==> src/rtl/forward_dispatcher.sv <==
// Forward dispatcher: accepts one frame descriptor at a time, issues a MAC
// learn request for unicast sources, resolves the destination through an
// external lookup (or floods group destinations), then hands the frame
// pointer to every selected egress queue and waits for each queue to
// acknowledge before taking the next descriptor.
module forward_dispatcher #(
  parameter int NUM_PORTS   = 4,
  parameter int ADDR_W      = 10,
  parameter int LKP_TIMEOUT = 8,
  localparam int PW         = $clog2(NUM_PORTS)
) (
  input  logic                          clk,
  input  logic                          rst_n,
  input  logic                          frm_valid_i,
  output logic                          frm_ready_o,
  input  logic [ADDR_W-1:0]             frm_ptr_i,
  input  logic [47:0]                   frm_dst_i,
  input  logic [47:0]                   frm_src_i,
  input  logic [PW-1:0]                 frm_port_i,
  output logic                          lkp_req_o,
  output logic [47:0]                   lkp_mac_o,
  input  logic                          lkp_valid_i,
  input  logic                          lkp_hit_i,
  input  logic [PW-1:0]                 lkp_port_i,
  output logic                          lrn_en_o,
  output logic [47:0]                   lrn_mac_o,
  output logic [PW-1:0]                 lrn_port_o,
  output logic [NUM_PORTS-1:0]          wr_req_o,
  output logic [NUM_PORTS*ADDR_W-1:0]   wr_ptr_o,
  input  logic [NUM_PORTS-1:0]          wr_ack_i,
  output logic                          fanout_valid_o,
  output logic [PW:0]                   fanout_o,
  output logic                          drop_o,
  output logic                          tmo_o
);

  // Lookup wait counter only needs to reach LKP_TIMEOUT-1.
  localparam int CW = (LKP_TIMEOUT > 1) ? $clog2(LKP_TIMEOUT) : 1;
  localparam logic [CW-1:0]        TMO_LAST  = CW'(LKP_TIMEOUT - 1);
  localparam logic [NUM_PORTS-1:0] ALL_PORTS = {NUM_PORTS{1'b1}};

  typedef enum logic [1:0] {
    ST_IDLE     = 2'd0,
    ST_LOOKUP   = 2'd1,
    ST_DISPATCH = 2'd2
  } state_t;

  state_t                        state_r;
  logic                          ready_r;
  logic [ADDR_W-1:0]             ptr_r;
  logic [47:0]                   dst_r;
  logic [47:0]                   src_r;
  logic [PW-1:0]                 port_r;
  logic                          lkp_req_r;
  logic                          lrn_en_r;
  logic [NUM_PORTS-1:0]          pend_r;
  logic [NUM_PORTS*ADDR_W-1:0]   wr_ptr_r;
  logic                          fanout_valid_r;
  logic [PW:0]                   fanout_r;
  logic                          drop_r;
  logic                          tmo_r;
  logic [CW-1:0]                 wait_r;

  logic                          accept_s;
  logic [NUM_PORTS-1:0]          grp_mask_s;
  logic [NUM_PORTS-1:0]          flood_mask_s;
  logic [NUM_PORTS-1:0]          lkp_bit_s;
  logic                          lkp_in_range_s;
  logic                          lkp_self_s;
  logic [NUM_PORTS-1:0]          uni_mask_s;
  logic [NUM_PORTS-1:0]          ack_mask_s;
  logic                          tmo_hit_s;

  // One-hot port select; an out-of-range port number yields an empty mask.
  function automatic logic [NUM_PORTS-1:0] port_bit(input logic [PW-1:0] p);
    logic [NUM_PORTS-1:0] m;
    m = {NUM_PORTS{1'b0}};
    for (int i = 0; i < NUM_PORTS; i++) begin
      m[i] = (p == PW'(i));
    end
    return m;
  endfunction

  // Number of set bits in a port mask (destination count for refcount).
  function automatic logic [PW:0] popcount(input logic [NUM_PORTS-1:0] m);
    logic [PW:0] c;
    c = {(PW+1){1'b0}};
    for (int i = 0; i < NUM_PORTS; i++) begin
      c = c + {{PW{1'b0}}, m[i]};
    end
    return c;
  endfunction

  // Replicate the frame pointer onto every selected port lane, zero elsewhere.
  function automatic logic [NUM_PORTS*ADDR_W-1:0] ptr_fill(
    input logic [NUM_PORTS-1:0] m,
    input logic [ADDR_W-1:0]    ptr
  );
    logic [NUM_PORTS*ADDR_W-1:0] v;
    v = {(NUM_PORTS*ADDR_W){1'b0}};
    for (int i = 0; i < NUM_PORTS; i++) begin
      v[i*ADDR_W +: ADDR_W] = m[i] ? ptr : {ADDR_W{1'b0}};
    end
    return v;
  endfunction

  // Forwarding decisions derived from the current inputs and latched frame.
  always_comb begin
    accept_s       = frm_valid_i & ready_r & (state_r == ST_IDLE);
    grp_mask_s     = ALL_PORTS & ~port_bit(frm_port_i);
    flood_mask_s   = ALL_PORTS & ~port_bit(port_r);
    lkp_bit_s      = port_bit(lkp_port_i);
    lkp_in_range_s = |lkp_bit_s;
    lkp_self_s     = lkp_hit_i & lkp_in_range_s & (lkp_port_i == port_r);
    if (lkp_hit_i && lkp_in_range_s) begin
      uni_mask_s = lkp_bit_s;
    end else begin
      uni_mask_s = flood_mask_s;
    end
    ack_mask_s = pend_r & ~wr_ack_i;
    tmo_hit_s  = (wait_r == TMO_LAST);
  end

  // Control FSM with all outputs registered; pulses default low every cycle.
  always_ff @(posedge clk or negedge rst_n) begin
    if (!rst_n) begin
      state_r        <= ST_IDLE;
      ready_r        <= 1'b0;
      ptr_r          <= {ADDR_W{1'b0}};
      dst_r          <= 48'd0;
      src_r          <= 48'd0;
      port_r         <= {PW{1'b0}};
      lkp_req_r      <= 1'b0;
      lrn_en_r       <= 1'b0;
      pend_r         <= {NUM_PORTS{1'b0}};
      wr_ptr_r       <= {(NUM_PORTS*ADDR_W){1'b0}};
      fanout_valid_r <= 1'b0;
      fanout_r       <= {(PW+1){1'b0}};
      drop_r         <= 1'b0;
      tmo_r          <= 1'b0;
      wait_r         <= {CW{1'b0}};
    end else begin
      lkp_req_r      <= 1'b0;
      lrn_en_r       <= 1'b0;
      fanout_valid_r <= 1'b0;
      drop_r         <= 1'b0;
      tmo_r          <= 1'b0;
      case (state_r)
        ST_IDLE: begin
          if (accept_s) begin
            ptr_r    <= frm_ptr_i;
            dst_r    <= frm_dst_i;
            src_r    <= frm_src_i;
            port_r   <= frm_port_i;
            ready_r  <= 1'b0;
            wait_r   <= {CW{1'b0}};
            // Group source addresses are never learned.
            lrn_en_r <= ~frm_src_i[40];
            if (frm_dst_i[40]) begin
              state_r        <= ST_DISPATCH;
              pend_r         <= grp_mask_s;
              wr_ptr_r       <= ptr_fill(grp_mask_s, frm_ptr_i);
              fanout_valid_r <= 1'b1;
              fanout_r       <= popcount(grp_mask_s);
            end else begin
              state_r   <= ST_LOOKUP;
              lkp_req_r <= 1'b1;
            end
          end else begin
            ready_r <= 1'b1;
          end
        end
        ST_LOOKUP: begin
          if (lkp_valid_i) begin
            wait_r <= {CW{1'b0}};
            if (lkp_self_s) begin
              // Destination sits behind the ingress port: nothing to send.
              state_r        <= ST_IDLE;
              ready_r        <= 1'b1;
              drop_r         <= 1'b1;
              fanout_valid_r <= 1'b1;
              fanout_r       <= {(PW+1){1'b0}};
            end else begin
              state_r        <= ST_DISPATCH;
              pend_r         <= uni_mask_s;
              wr_ptr_r       <= ptr_fill(uni_mask_s, ptr_r);
              fanout_valid_r <= 1'b1;
              fanout_r       <= popcount(uni_mask_s);
            end
          end else if (tmo_hit_s) begin
            wait_r         <= {CW{1'b0}};
            tmo_r          <= 1'b1;
            state_r        <= ST_DISPATCH;
            pend_r         <= flood_mask_s;
            wr_ptr_r       <= ptr_fill(flood_mask_s, ptr_r);
            fanout_valid_r <= 1'b1;
            fanout_r       <= popcount(flood_mask_s);
          end else begin
            wait_r <= wait_r + CW'(1);
          end
        end
        ST_DISPATCH: begin
          if (pend_r == {NUM_PORTS{1'b0}}) begin
            state_r <= ST_IDLE;
            ready_r <= 1'b1;
          end else begin
            // Acks only clear lanes that are still requesting.
            pend_r   <= ack_mask_s;
            wr_ptr_r <= ptr_fill(ack_mask_s, ptr_r);
          end
        end
        default: begin
          state_r  <= ST_IDLE;
          ready_r  <= 1'b0;
          pend_r   <= {NUM_PORTS{1'b0}};
          wr_ptr_r <= {(NUM_PORTS*ADDR_W){1'b0}};
          wait_r   <= {CW{1'b0}};
        end
      endcase
    end
  end

  assign frm_ready_o    = ready_r;
  assign lkp_req_o      = lkp_req_r;
  assign lkp_mac_o      = dst_r;
  assign lrn_en_o       = lrn_en_r;
  assign lrn_mac_o      = src_r;
  assign lrn_port_o     = port_r;
  assign wr_req_o       = pend_r;
  assign wr_ptr_o       = wr_ptr_r;
  assign fanout_valid_o = fanout_valid_r;
  assign fanout_o       = fanout_r;
  assign drop_o         = drop_r;
  assign tmo_o          = tmo_r;

endmodule

==> config.mk <==
export PLATFORM = sky130hd
export DESIGN_NAME = forward_dispatcher
export DESIGN_NICKNAME = d
export VERILOG_FILES = /design/src/rtl/forward_dispatcher.sv
export SDC_FILE = /design/constraint.sdc
export NUM_CORES = 1
export LEC_CHECK = 0
export ABC_AREA = 0
export BUFFER_PORTS_ARGS = -buffer_cell sky130_fd_sc_hd__buf_2
export CORE_MARGIN = 4
export CORE_UTILIZATION = 45
export CTS_CLUSTER_SIZE = 10
export DETAILED_ROUTE_END_ITERATION = 16
export HOLD_SLACK_MARGIN = 0.06
export PLACE_DENSITY = 0.79
export SLEW_MARGIN = 0
export SYNTH_ARGS = -nofsm -noshare
export SYNTH_HDL_FRONTEND = slang
export SYNTH_SLANG_ARGS = --single-unit
==> constraint.sdc <==
create_clock -name clk -period 2.5 [get_ports clk]
set_input_delay 0.125 -clock clk [delete_from_list [all_inputs] [get_ports clk]]
set_output_delay 0.125 -clock clk [all_outputs]
set_load 0.01 [all_outputs]
=== Yosys cells after proc, flatten, opt, wreduce, memory -nomap -nowiden ===
Cells that the tools add are included.
W data, S select, Z words.

* Register bits: 166
* Word-level logic and storage cells: 138

* Add/sub/neg operators: 10
* Equality and inequality tests: 21
* Muxes and demuxes: 68
* Bitwise gates (word level): 10
* Reduce and logical (&&, ||, !) cells: 14

{| class="wikitable"
|+ Operators with widths
! operator !! count
|-
| $mux W40 || 6
|-
| $mux W10 || 16
|-
| $pmux W40 S3 || 1
|-
| $mux W4 || 7
|-
| $mux W3 || 8
|-
| $mux W1 || 18
|-
| $eq A2 B2 Y1 const B || 7
|-
| $mux W2 || 6
|-
| $ne A2 B2 Y1 const B || 6
|-
| $not A4 Y4 || 3
|-
| $pmux W4 S3 || 1
|-
| $add A2 B1 Y3 || 3
|-
| $add A3 B1 Y3 || 3
|-
| $pmux W3 S3 || 1
|-
| $eq A2 B1 Y1 const B || 4
|-
| $logic_not A2 Y1 || 4
|-
| $add A1 B1 Y2 || 3
|-
| $ne A3 B3 Y1 const B || 2
|-
| $pmux W2 S3 || 1
|-
| $pmux W3 S2 || 1
|-
| $reduce_and A3 Y1 || 2
|-
| $reduce_and A5 Y1 || 1
|-
| $and A1 B1 Y1 || 4
|-
| $and A4 B4 Y4 || 1
|-
| other kinds (12) || 14
|}

=== Longest topological paths before layout ===
* Depth after elaboration: 10
* Mapped depth: 9
* Gate-level depth less buffers: 8

=== Least setup slack after synthesis ===
OpenSTA, ideal clock, no wires.

* Path kind: register to register
* From: reg port_r[1] (netlist: lrn_port_o[1])
* To: reg fanout_r[1] (netlist: fanout_o[1])
* Setup time: 123 ps
* Arrival: 2139 ps
* Required time: 2377 ps
* Slack: 238 ps
* Stages on the path, launching flop included: 9
* Path buffers: 1
* Cells stage by stage: dfrtp_1 > clkbuf_2 > or2_2 > o21a_1 > fa_1 > ha_1 > ha_1 > a31oi_1 > o2bb2ai_1

* Longest elaborated chain between the ends: 9

{| class="wikitable"
|+ RTL lines
! element !! RTL line !! text
|-
| start, declared || 53 || <nowiki>logic [PW-1:0] port_r;</nowiki>
|-
| start signal, assigned || 132 || <nowiki>port_r <= {PW{1'b0}};</nowiki>
|-
| start signal, assigned || 154 || <nowiki>port_r <= frm_port_i;</nowiki>
|-
| $eq A2 B1 Y1 or $logic_not A2 Y1 (tied branches) || 79 || <nowiki>m[i] = (p == PW'(i));</nowiki>
|-
| $not A4 Y4 || 111 || <nowiki>flood_mask_s = ALL_PORTS & ~port_bit(port_r);</nowiki>
|-
| $mux W4 || 115 || <nowiki>if (lkp_hit_i && lkp_in_range_s) begin</nowiki>
|-
| $add A1 B1 Y2 || 89 || <nowiki>c = c + {{PW{1'b0}}, m[i]};</nowiki>
|-
| $add A2 B1 Y3 || 89 ||
|-
| $add A3 B1 Y3 || 89 ||
|-
| $mux W3 || 176 || <nowiki>if (lkp_self_s) begin</nowiki>
|-
| $mux W3 (*) || 174 || <nowiki>if (lkp_valid_i) begin</nowiki>
|-
| $pmux W3 S2 (*) || 148 || <nowiki>case (state_r)</nowiki>
|-
| end signal, assigned || 164 || <nowiki>fanout_r <= popcount(grp_mask_s);</nowiki>
|-
| end signal, assigned || 182 || <nowiki>fanout_r <= {(PW+1){1'b0}};</nowiki>
|-
| end signal, assigned || 188 || <nowiki>fanout_r <= popcount(uni_mask_s);</nowiki>
|-
| end, declared || 59 || <nowiki>logic [PW:0] fanout_r;</nowiki>
|}

Mark *: on every way between the ends. The rest lies on a longest branch, timed or not. The select of a mux whose other input is x is not followed.
A chain may end at the register's enable or synchronous reset.

=== Final worst setup path ===
* From: reg port_r[0] (netlist: lrn_port_o[0])
* To: reg fanout_r[1] (netlist: fanout_o[1])

Same word-level chain as after synthesis.

==> impl_metrics.yaml <==
clocking:
  cts_buffer_depth: 2
  clock_sinks: 166
  cts_setup_buffers: 0
  cts_buffers: 17
  clk_pin_slew_ps: 70
  cts_root_buf: "clkbuf_16"
  tritoncts: "built"
  cts-htree-levels: 4
  post_cts_resized: 0
  clock_latency_ps: 430
synth:
  async_flop_share_pct: 100
  synth_ff_type: "dfrtp_1"
  yosysWarnings: 0
  syn_nets: 700
  synthCells: 566
  synth.avg_cell_area_um2: 13.0
  synth.cell_area_um2: 7350
  synth_seq_area_share_pct: 56.5
  synth_cell_types: 46
  ys_ff_latch: 166
  synth_edf_count: 0
routing:
  avgViaCountPerCell: 5.41
  wl_per_cell_um: 19.8
  drt_pre_antenna_iters: 5
  route.detailed.drc: 0
  postRouteWirelength_um: 23200
  vias: 6355
  ant_nets: 0
  drtIter0Drc: 473
sta:
  fmax_mhz: 442
  rsz0062_at_grt: "false"
  clock_skew_ps: 12.5
  tightest_slew_ps: 625
  fin_ws_ps: 238
  period_share_pct: 90.5
  hold_viol: 0
  relSlewSlack_pct: 58.3
  final-max-slew-violation-count: 0
  final.setup.tns_ps: 0
  setup_viol: 0
  min_period_ps: 2260
worst_setup_path:
  r2r_slack_ps: 240
  reg2reg_from: "lrn_port_o[0]"
  cp-startpoint: "lrn_port_o[0]"
  path_buf_inv: 0
  start_kind: "flop"
  critPathRequiredTime_ps: 2810
  r2r_end: "fanout_o[1]"
  crit_type: "flop to flop"
  max_stage_delay_ps: 470
  crit_top_cell: "ha_1"
  arrival_ps: 2570
  worstPathCellList: "or2_2 > o21a_1 > fa_1 > ha_1 > ha_1 > a31oi_1 > o2bb2ai_1"
  crit_path_end: "fanout_o[1]"
  crit_family: "adder cells"
  cp.depth: 7
  end_kind: "flop"
  worstRegToRegCells: 7
  slowest_stage: "dfrtp_1"
  crit_fanout: 9
power:
  p_per_area_nw_per_um2: 1260
  p_leak_nw: 5.21
  ir_drop_uv: 723
  p_total_w: 0.0135
run:
  maxCapViolCount: 0
placement:
  place_congestion: 0.826
  dpl.hpwl_um: 14700
  placed_area_um2: 9010
  pre_cts_slack_ps: 245
  port-buffer-count: 269
finish:
  finish.utilization_pct: 67.3
  final_cell_area_um2: 10700
  register_area_um2: 4150
  finalNetCount: 1079
  fillers: 1095
  drive_gt1_share_pct: 46.0
  multi_input_area_um2: 2990
  syn_to_final_growth_pct: 46.0
floorplanning:
  dieArea_um2: 18400
  coreArea_um2: 15900
  ios: 270
  row_count: 46
  start_util_pct: 46.1
  die_h_um: 136
  die_w_um: 136
global_routing:
  grt-ovfl-total: 0
  track_usage_pct: 25.1
  grt_pass1_wl_um: 36100
  grt_pass1_vias: 6789
  grt_max_degree: 67
  antenna_found_initial: 1
run_status:
  status: "finished clean"
worst_hold_path:
  hp-class: "input pin to flop"
-- synth_stat cells, types with 3 or more instances --
| cell | n | area (um2) |
|---|---|---|
| o2bb2ai_1 | 3 | 26.3 |
| mux2_2 | 111 | 1250 |
| nand4_1 | 3 | 18.8 |
| ha_1 | 14 | 175 |
| nand2b_1 | 6 | 37.5 |
| o21a_1 | 3 | 22.5 |
| a22o_1 | 50 | 438 |
| nor2_1 | 14 | 52.6 |
| inv_1 | 8 | 30.0 |
| buf_2 | 8 | 40.0 |
| buf_6 | 4 | 45.0 |
| nand3_1 | 3 | 15.0 |
| nand2_1 | 21 | 78.8 |
| dfrtp_1 | 166 | 4150 |
| and3b_1 | 3 | 26.3 |
| clkbuf_1 | 27 | 101 |
| a21oi_1 | 8 | 40.0 |
| a32oi_1 | 20 | 175 |
| a22oi_1 | 12 | 90.1 |
| o31ai_2 | 3 | 37.5 |
| a31oi_1 | 3 | 18.8 |
| o21ai_0 | 45 | 225 |
-- through the flow --
| step | instances | hold WS (ps) |
|---|---|---|
| 6_report | 1175 | 163 |
| 5_1_grt | 1175 | 176 |
| 4_1_cts | 1174 | 147 |
| 3_5_place_dp | 1032 | 116 |
| 3_3_place_gp | 1032 | 110 |
| 2_1_floorplan | 566 | -171 |
-- cells in the final DEF, fill, tap and decap left out, types with 14 or more instances in the layout --
master / synthesis / routed
ha_1: 14 / 14
nand2_1: 21 / 21
mux2_2: 111 / 111
o21ai_0: 45 / 45
clkbuf_16: 0 / 17
a22o_1: 50 / 50
dlygate4sd3_1: 0 / 110
buf_2: 8 / 268
dfrtp_1: 166 / 166
a32oi_1: 20 / 20
nor2_1: 14 / 14
buf_4: 0 / 18
-- how the worst min path moves through the flow --
stage,start,endpoint,cells after the start
floorplan,rst_n,drop_o,0
global placement,rst_n,wr_ptr_o[35],1
detailed placement,rst_n,wr_ptr_o[25],1
CTS,lkp_valid_i,fanout_o[1],3
global route,lkp_valid_i,fanout_o[1],3
finish,lkp_valid_i,fanout_o[1],3
-- cell type report --
cell class,count,share of cell area (%)
Timing Repair Buffer,401,24.9
Sequential cell,166,38.7
Inverter,8,0.280
Antenna cell,1,0.0233
Clock buffer,19,4.22
Tap cell,216,2.52
Multi-Input combinational cell,351,27.8
Clock inverter,13,1.49
-- flip-flops by register name (all words and copies together), names as in the netlist --
signal          flops
lrn_mac_o          48
lrn_port_o          2
fanout_o            3
wr_ptr_o           40
lkp_mac_o          48
ptr_r              10
wr_req_o            4
drop_o              1
lrn_en_o            1
tmo_o               1
fanout_valid_o      1
state_r             2
frm_ready_o         1
lkp_req_o           1
wait_r              3
-- metal layers --
layer | wire length (um) | global-route usage, % | part of all wire (%)
met5 | 0 | 0 | 0
met4 | 793 | 10.5 | 3.4
met3 | 1720 | 6.58 | 7.4
met2 | 12000 | 43.3 | 52
met1 | 8710 | 29.7 | 38
-- where the power goes --
part	internal [W]	leakage, nW	switching [W]
registers	0.00392	2.04	0.000818
clock network	0.00156	0.296	0.00116
logic	0.00289	2.88	0.00317
-- logic make-up after synthesis --
family                   Yosys count  synth area share [%]
XOR/XNOR                           2                 0.238
multiplexers                     113                  17.3
AO/OA/AOI/OAI                    155                  15.5
adder cells (fa/ha/maj)           15                  2.66
flip-flops                       166                  56.5
AND/OR/NAND/NOR                   66                  4.67
buffers and inverters             49                  3.07
-- repair_timing --
| item | in CTS | in global routing |
|---|---|---|
| hold buffers | 110 | 0 |
| endpoints found under the hold margin | 162 | 0 |
| endpoints found under the setup margin | 0 | 0 |
-- worst reg2reg max path: cells and delay by family (launching register included) --
| family | cells | cell delay, ps |
|---|---|---|
| compound gates | 3 | 420 |
| flops | 1 | 470 |
| simple gates | 1 | 330 |
| fa+ha+maj | 3 | 930 |
Note: power is estimated with default switching activity, not from simulation.
